## src/rtl/countdown_sequencer.sv

```systemverilog
// Sequencer for an external load/decrement down counter: latches a start value and tick
// period, reloads the counter, paces decrement pulses, and supports pause and abort.
module countdown_sequencer #(
  parameter int N       = 6,
  parameter int PRESC_W = 4
) (
  input  logic               clk,
  input  logic               rst,
  input  logic               start,
  input  logic               pause,
  input  logic               abort,
  input  logic [N-1:0]       inicial,
  input  logic [PRESC_W-1:0] period,
  input  logic [N-1:0]       ctr_val,
  output logic               ctr_rst,
  output logic [N-1:0]       ctr_inicial,
  output logic               decrementar,
  output logic               busy,
  output logic               done,
  output logic [2:0]         state
);

  typedef enum logic [2:0] {
    S_IDLE  = 3'd0,
    S_LOAD  = 3'd1,
    S_RUN   = 3'd2,
    S_PAUSE = 3'd3,
    S_DONE  = 3'd4
  } state_t;

  state_t               r_state;
  state_t               w_next;
  logic [N-1:0]         r_inicial;
  logic [PRESC_W-1:0]   r_period;
  logic [PRESC_W-1:0]   r_presc;
  logic [PRESC_W-1:0]   w_presc_next;
  logic                 w_dec;
  logic                 w_ctr_zero;

  assign w_ctr_zero = (ctr_val == '0);

  always_ff @(posedge clk) begin
    if (!rst) begin
      r_state   <= S_IDLE;
      r_presc   <= '0;
      r_inicial <= '0;
      r_period  <= '0;
    end else begin
      r_state <= w_next;
      r_presc <= w_presc_next;
      if (r_state == S_IDLE && start) begin
        r_inicial <= inicial;
        r_period  <= period;
      end
    end
  end

  // RUN priority: abort, then completion, then pause, then the prescaler tick.
  always_comb begin
    w_next       = r_state;
    w_presc_next = r_presc;
    w_dec        = 1'b0;
    case (r_state)
      S_IDLE: begin
        if (start) w_next = S_LOAD;
      end
      S_LOAD: begin
        w_presc_next = '0;
        w_next       = (r_inicial == '0) ? S_DONE : S_RUN;
      end
      S_RUN: begin
        if (abort) begin
          w_next = S_IDLE;
        end else if (w_ctr_zero) begin
          w_next = S_DONE;
        end else if (pause) begin
          w_next = S_PAUSE;
        end else if (r_presc == r_period) begin
          w_dec        = 1'b1;
          w_presc_next = '0;
        end else begin
          w_presc_next = r_presc + 1'b1;
        end
      end
      S_PAUSE: begin
        if (abort)       w_next = S_IDLE;
        else if (!pause) w_next = S_RUN;
      end
      S_DONE: begin
        w_next = S_IDLE;
      end
      default: begin
        w_next = S_IDLE;
      end
    endcase
  end

  // The counter is held in load while we are in reset so both come up consistent.
  assign ctr_rst     = ~rst | (r_state == S_LOAD);
  assign ctr_inicial = r_inicial;
  assign decrementar = w_dec & rst;
  assign busy        = (r_state == S_LOAD) || (r_state == S_RUN) || (r_state == S_PAUSE);
  assign done        = (r_state == S_DONE);
  assign state       = r_state;

endmodule

```

## config.mk

```make
export PLATFORM = sky130hd
export DESIGN_NAME = countdown_sequencer
export DESIGN_NICKNAME = d
export VERILOG_FILES = /design/src/rtl/countdown_sequencer.sv
export SDC_FILE = /design/constraint.sdc
export NUM_CORES = 1
export LEC_CHECK = 0
export ABC_AREA = 1
export CORE_ASPECT_RATIO = 0.6
export CORE_MARGIN = 3
export CORE_UTILIZATION = 30
export DETAILED_ROUTE_END_ITERATION = 6
export GPL_TIMING_DRIVEN = 0
export PLACE_DENSITY = 0.6
export REMOVE_ABC_BUFFERS = 1
export SYNTH_ARGS = -nofsm -noshare
export SYNTH_HDL_FRONTEND = slang
export SYNTH_SLANG_ARGS = --single-unit
```

## constraint.sdc

```tcl
create_clock -name clk -period 1.45 [get_ports clk]
set_clock_uncertainty 0.15 [all_clocks]
set_input_delay 0.2175 -clock clk [delete_from_list [all_inputs] [get_ports clk]]
set_output_delay 0.2175 -clock clk [all_outputs]
set_load 0.02 [all_outputs]
```

After elaboration in Yosys (flattened, before gate mapping)

Cells that the tools add are included.

Equality and inequality tests: 11
Reductions and logical operators: 9
Bitwise operators: 3
Add/subtract/negate cells: 1
Mux-type cells: 18
Multipliers: 0
Shifts and indexed selects: 0
Divide/modulo/power cells: 0
Order comparisons: 0

Operator list:

| kind                                                             | number |
|---|---|
| 3-bit two-way mux                                                | 7 |
| 4-bit two-way mux                                                | 4 |
| 6-bit zero test                                                  | 2 |
| 3-bit case mux with 4 select lines                               | 1 |
| 2-bit != test (second input constant)                            | 4 |
| 4-bit case mux with 2 select lines                               | 1 |
| 3-bit by 2-bit == test with 1-bit output (second input constant) | 2 |
| 1-bit two-way mux                                                | 5 |
| 4-bit by 1-bit adder with 4-bit output (second input constant)   | 1 |
| 4-bit == test                                                    | 1 |
| 4-bit != test (second input constant)                            | 1 |
| 4-bit AND reduction                                              | 1 |
| 3-bit by 1-bit == test with 1-bit output (second input constant) | 1 |
| 3-bit == test (second input constant)                            | 1 |
| 3-bit zero test                                                  | 1 |
| 3-bit != test (second input constant)                            | 1 |
| 3-bit AND reduction                                              | 1 |
| 1-bit logical OR                                                 | 2 |
| 2-bit nonzero test                                               | 1 |
| 1-bit bitwise AND                                                | 1 |
| 1-bit logical AND                                                | 1 |
| 1-bit inverter                                                   | 1 |
| 1-bit bitwise OR                                                 | 1 |

Memories kept: 0
Bits in read-only memories: 0
Output and inout port bits: 13
Word-level logic and storage cells: 46
Bits in latches: 0
Flip-flop bits (word level): 17
Memory bits (writable): 0
Input port bits: 21

Logic depth before layout (Yosys ltp)

Depth in word-level cells: 7
Mapped depth: 9

Worst setup path after synthesis

OpenSTA, ideal clock, no wires.

Path type: reg2out
Start: reg r_state[1] (netlist: state[1])
End: out decrementar
Setup slack: -318 ps
Arrival time: 1400 ps
Path buffers: 0
Cell stages (with the launch flop): 5
Data required time: 1082 ps
Cells stage by stage: dfxtp_1 > nand3_2 > inv_2 > nand3_1 > nor3_1

Cells in the longest elaborated chain, start to end: 3

Ends and longest elaborated chain:

| what                                     | line | RTL |
|---|---|---|
| start: declaration                       | 31   | `state_t r_state;` |
| start signal: assignment                 | 49   | `r_state <= w_next;` |
| 3-bit by 2-bit == test with 1-bit output | 63   | `case (r_state)` |
| 1-bit two-way mux                        | 63   |  |
| 1-bit bitwise AND                        | 101  | `assign decrementar = w_dec & rst;` |
| end: declaration                         | 17   | `output logic decrementar,` |

No other way between the ends.

Worst setup path after layout

Start: reg r_presc[2]
End: out decrementar

Cells in the longest elaborated chain, start to end: 7

Ends and longest elaborated chain:

| what                     | line | RTL |
|---|---|---|
| start: declaration       | 35   | `logic [PRESC_W-1:0] r_presc;` |
| start signal: assignment | 50   | `r_presc <= w_presc_next;` |
| 4-bit == test            | 78   | `end else if (r_presc == r_period) begin` |
| 1-bit two-way mux        | 78   |  |
| 1-bit two-way mux        | 76   | `end else if (pause) begin` |
| 1-bit two-way mux        | 74   | `end else if (w_ctr_zero) begin` |
| 1-bit two-way mux        | 72   | `if (abort) begin` |
| 1-bit two-way mux        | 63   |  |
| 1-bit bitwise AND        | 101  |  |

No other way between the ends.

==> results.sh <==
export IMPL_worst_skew_pair_late_latency_ps=260
export IMPL_synth_seq_area_share_pct=36.36
export IMPL_final_util_pct=58.25
export IMPL_layout_nets=228
export IMPL_root_buffer="clkbuf_8"
export IMPL_syn_to_final_growth_pct=82.22
export IMPL_vias_per_cell=4.551
export IMPL_drc=0
export IMPL_rsz0062_at_grt="yes"
export IMPL_worstPathCellList="inv_1 -> nand2_1 -> nand2_2 -> nor2_2 -> nand2_2 -> nor3_2 -> buf_4"
export IMPL_worst_pin_slew_ps=344.2
export IMPL_slowest_stage="dfxtp_4"
export IMPL_critPathTopFamily="simple AND/OR/NAND/NOR gates"
export IMPL_cts_tree="built"
export IMPL_grt_pass1_vias=996
export IMPL_max_clock_path_buffers=2
export IMPL_drtIter0Drc=31
export IMPL_peakVddDrop_uv=663.6
export IMPL_grt_max_degree=21
export IMPL_hpwl_mm=1.867
export IMPL_worst_slack_ps=-169.8
export IMPL_vias=1124
export IMPL_setup_violations=3
export IMPL_groute_usage_overall_pct=14.82
export IMPL_holdBufCountCts=0
export IMPL_port_buffers=33
export IMPL_antenna_found_initial=0
export IMPL_place_gp_congestion=0.7557
export IMPL_place_ws_ps=-993.5
export IMPL_power_total_uw=2915
export IMPL_maxSlewHeadroom_pct=77.05
export IMPL_crit_path_max_incr_delay_ps=360
export IMPL_synth_area_um2=935.9
export IMPL_numCtsBuffers=3
export IMPL_core_rowCount=15
export IMPL_p_leak_uw=0.0008430
export IMPL_violations="negative setup slack"
export IMPL_dr_pass1_iters=4
export IMPL_htreeDepth=1
export IMPL_syn_area_per_cell_um2=6.281
export IMPL_maxCapViolCount=0
export IMPL_slew_viol_final=0
export IMPL_hold_viol_final=0
export IMPL_synth_seq_cells=17
export IMPL_drtAntennaViolNets=0
export IMPL_drt_wirelength_per_cell_um=12.47
export IMPL_cpMostUsedCell="nand2_2"
export IMPL_pin_count=34
export IMPL_status="complete, but fails checks"
export IMPL_min_period_ps=1620
export IMPL_period_share_pct=111.7
export IMPL_dieArea_mm2=0.003848
export IMPL_die_w_um=78.11
export IMPL_crit_type="reg2out"
export IMPL_p_per_area_mw_per_mm2=1709
export IMPL_fin_area_mm2=0.001705
export IMPL_ys_warnings_count=0
export IMPL_path_buf_inv=2
export IMPL_crit_required_ps=1080
export IMPL_max_freq_mhz=617.3
export IMPL_initial_utilization_pct=31.97
export IMPL_cts_sinks=17
export IMPL_drive_above_1_share_pct=32.20
export IMPL_cp_data_arrival_time_ps=1250
export IMPL_gr_total_overflow=0
export IMPL_grt_pass1_wl_mm=4.498
export IMPL_fin_tns_setup_ps=-206.1
export IMPL_finalWirelength_mm=3.079
export IMPL_worstPathMaxFanout=3
export IMPL_synthDistinctLibCells=19
export IMPL_worstHoldPathType="in2reg"
export IMPL_num_antenna_cells=0
export IMPL_crit_path_end_kind="primary output"
export IMPL_dpl_cell_area_mm2=0.001306
export IMPL_path_clk_slew_ps=70
export IMPL_start_kind="flip-flop"
export IMPL_die_h_um=49.27
export IMPL_core_mm2=0.002928
export IMPL_synth_cells=149
[report_power, final]
part | internal, uW | total [uW] | switching, uW
registers | 657 | 805 | 148
logic | 772 | 1750 | 973
clock network | 191 | 365 | 174
[placed cells by master, fill, tap and decap left out]
cell type / n
nor2_2: 4
nor3_1: 1
buf_4: 18
nand2_2: 3
clkinv_2: 1
nand2_4: 1
nand2_1: 35
inv_2: 3
inv_1: 21
nand3_4: 5
clkdlybuf4s15_1: 1
dfxtp_2: 1
nand3_2: 1
nor2_1: 9
inv_6: 1
dlygate4sd2_1: 8
ha_1: 1
nor2_4: 5
o21ai_0: 12
dlymetal6s2s_1: 8
a21oi_1: 11
clkdlybuf4s15_2: 1
or2_4: 1
nand3_1: 8
nor3_2: 2
dfxtp_1: 10
inv_4: 1
clkbuf_8: 3
buf_6: 8
nand4_1: 3
clkdlybuf4s50_1: 11
a21oi_4: 1
dfxtp_4: 6
[path summary, 6_finish.rpt]
kind | slack [ps] | cells past startpoint | from | end
max | -170 | 7 | r_presc[2] | decrementar
max reg2reg | 20 | 8 | state[2] | r_presc[0]
min | 250 | 6 | ctr_val[3] | state[2]
min reg2reg | 320 | 2 | ctr_inicial[0] | ctr_inicial[0]
[logic make-up after synthesis]
group	after synthesis	synth area share (%)
adders and majority gates	1	1.337
AOI/OAI and AO/OA	24	14.04
and+or+nand+nor	78	36.50
buffers and inverters	29	11.77
DFF	17	36.36
[layer usage]
layer | up-vias | GRT usage (%) | wire length (um)
met1 | 501 | 17.92 | 1469
met3 | 5 | 4.613 | 208
met4 | 0 | 5.814 | 40
met5 | - | 0 | 0
met2 | 33 | 24.57 | 1361
li1 | 585 | - | -
[layout make-up]
class | instances | area (um^2)
Fill cell | 262 | 1222
Sequential cell | 17 | 364.1
Clock buffer | 3 | 41.29
Tap cell | 42 | 52.55
Clock inverter | 1 | 5.005
Multi-Input combinational cell | 103 | 610.6
Timing Repair Buffer | 55 | 526.8
Inverter | 26 | 105.1
[registers in the layout, indices dropped and copies added (netlist names)]
register and count:
ctr_inicial 6, r_period 4, r_presc 4, state 3
[Yosys cell counts (all sizes together)]
cell type / instances / share of area [%]
clkbuf: 2 / 0.80
o21ai: 12 / 6.4
a21oi: 12 / 7.6
nor2: 18 / 7.5
inv: 26 / 10
nand2: 39 / 17
ha: 1 / 1.3
or2: 1 / 0.67
buf: 1 / 0.53
dfxtp: 17 / 36
nand3: 14 / 8.0
nor3: 3 / 1.6
nand4: 3 / 2.0
[worst register-to-register path, stage by stage (launching register included)]
cell and delay [ps]:
dfxtp_4 360, inv_6 70, buf_6 100, nand3_4 90, buf_6 140, a21oi_4 200
nand2_1 90, nand2_1 80, nor2_2 50
[timing repair]
item / CTS / global route
hold endpoints to repair: 0 / 0
cloned: 0 / 0
resized for setup: 60 / 38
pin swaps: 4 / 16
setup buffers: 5 / 19
setup endpoints to repair: 25 / 10
[through the flow]
stage / hold WS (ps) / instances
after floorplan: 165.1 / 146
after global placement: 306.2 / 221
after detailed placement: 310.5 / 221
after CTS: 321.2 / 230
after global routing: 309.0 / 247
final: 253.3 / 247
(Power assumes the default switching activity.)
==> patch (same settings) <==
Make the reset (`rst`) asynchronous in one clocked block.
--- a/src/rtl/countdown_sequencer.sv
+++ b/src/rtl/countdown_sequencer.sv
@@ -40,5 +40,5 @@
   assign w_ctr_zero = (ctr_val == '0);
 
-  always_ff @(posedge clk) begin
+  always_ff @(posedge clk or negedge rst) begin
     if (!rst) begin
       r_state   <= S_IDLE;
Formal check against the unedited RTL: differs if rst is asserted again (counterexample within 4 cycles, from zero or initial values and one cycle with rst low); with rst held inactive, the same outputs for 10 cycles.
==> patch against the unedited design <==
The flow finishes with violations (hold timing, setup timing). Count of clock-buffer cells in the layout rose by 1. Combinational power shrank 3%. Total power fell by 0.79%. Sequential share of layout area rose by 5.4 points. Worst setup slack worse by 0.21 ns. Die area up 3.3%. Cell count is 14% lower. Sequential cell count stayed put. Core utilization decreased by 4.2 points. Design area is 5.5% lower. Wire length decreased by 11%. Synthesized area is 3.6% higher. Register-to-register slack got worse by 0.30 ns.
==> patch: results (changes against the unedited design) <==
Run status
  • Status: finished, violations left
  • Failing checks: hold timing, setup timing

Layout
  • Layout cells sized above 1: 31.0% (-1.2 points)
  • Nets: 194 (-15%)

Synthesis
  • Unique masters post-synth: 23 (+4)
  • Top_reg_cell synth: dfrtp_1
  • Post-synthesis async set-or-reset flop share: 100% (+100 points)
  • Seq/Total Area, Yosys: 43.9% (+7.5 points)

Setup path
  • Worst-path fanout max: 4 (+1)
  • Crit path arrival time: 1.46 ns (+0.21 ns)

Routing
  • Wire length on met3: 176 um (-15%)
  • Routed WL: 2730 um (-11%)
  • Metal2 WL: 1260 um (-7.6%)
  • Wire length on met1: 1270 um (-14%)
  • Routed via count: 984 (-12%)

Global route
  • Vias in the first global route: 904 (-9.2%)
  • Largest net degree at the start of global routing: 20 (-4.8%)
  • Global-route wire length before repair: 4170 um (-7.2%)

Timing
  • Final setup violation count: 20 (+17)
  • Setup ws final: -0.381 ns (-0.211 ns)
  • Hold Slack: -0.141 ns (-0.394 ns)
  • Final hold vios: 17 (+17)

Pwr
  • Worst IR Drop VDD: 0.00111 V (+67%)
  • Pleak: 0.754 nW (-11%)

Placement
  • Detailed Place HPWL: 1810 um (-3.2%)
  • Worst slack, placed: -1.15 ns (-0.155 ns)
  • Placer congestion estimate: 0.806 (+6.7%)
patch: cell type report:
class                   count  area [um^2]
multi-input cells          88          549
flip-flops and latches     17          430
clock buffers               4         45.0
repair buffers             49          480
well taps                  42         52.6
fillers                   269         1370
inverters                  13         53.8
patch: stage by stage:
step	instances	setup TNS [ns]	hold WS [ns]
3_5_place_dp	193	-4.30	0.364
3_3_place_gp	193	-4.21	0.364
6_report	213	-4.59	-0.141
2_1_floorplan	118	-0.828	-0.228
4_1_cts	210	-2.88	-0.129
5_1_grt	213	-5.89	-0.103
patch: per-layer routing:
| layer | vias to the layer above | track usage [%] |
|---|---|---|
| li1 | 491 | - |
| met4 | 0 | 2.00 |
| met1 | 452 | 19.6 |
| met5 | - | 0 |
| met3 | 4 | 6.57 |
| met2 | 37 | 18.4 |
patch: power by group through the flow:
stage               sequential (mW)  clock, mW  combinational [mW]
finish                        0.835      0.355                1.70
global route                  0.862      0.394                1.82
CTS                           0.853      0.373                1.47
detailed placement            0.870          0                1.24
global placement              0.861          0                1.22
floorplan                     0.972          0               0.642
patch: what timing repair did:
| action | in CTS | in global routing |
|---|---|---|
| pin swaps | 5 | 6 |
| resized for setup | 60 | 25 |
| endpoints found under the hold margin | 17 | 17 |
| setup endpoints to repair | 24 | 22 |
| setup buffers | 13 | 4 |
patch: cell families (layout without fill, tap and decap cells):
group                    count (synthesis)  count (layout)  share of synthesized area, %
AND/OR/NAND/NOR                         70              70                          34.5
flip-flops                              17              17                          43.9
buffers and inverters                   14              66                          6.19
AO/OA/AOI/OAI                           10              10                          5.55
multiplexers                             6               6                          7.74
adder cells (fa/ha/maj)                  1               1                          1.29
XOR/XNOR                                 1               1                         0.903
patch: worst max-delay path, cell delays in order, from the launching register on:
cell	delay, ns
dfrtp_2	0.38
inv_2	0.07
nor3_4	0.22
nand2_1	0.11
nor2_1	0.11
nand2_1	0.08
nor2_1	0.11
buf_4	0.15
patch: worst paths after layout:
kind,endpoint,start,depth (start not counted),slack [ns]
min in group clk,r_period[3]$_DFFE_PN0P_,r_period[3]$_DFFE_PN0P_,2,0.39
setup reg to reg,ctr_inicial[3]$_DFFE_PN0P_,state[1]$_DFFE_PN0P_,7,-0.28
hold / removal,r_period[3]$_DFFE_PN0P_,rst,1,-0.14
hold reg to reg,r_period[3]$_DFFE_PN0P_,r_period[3]$_DFFE_PN0P_,2,0.39
setup / recovery,decrementar,state[1]$_DFFE_PN0P_,7,-0.38
max in group asynchronous,state[0]$_DFFE_PN0P_,rst,1,0.93
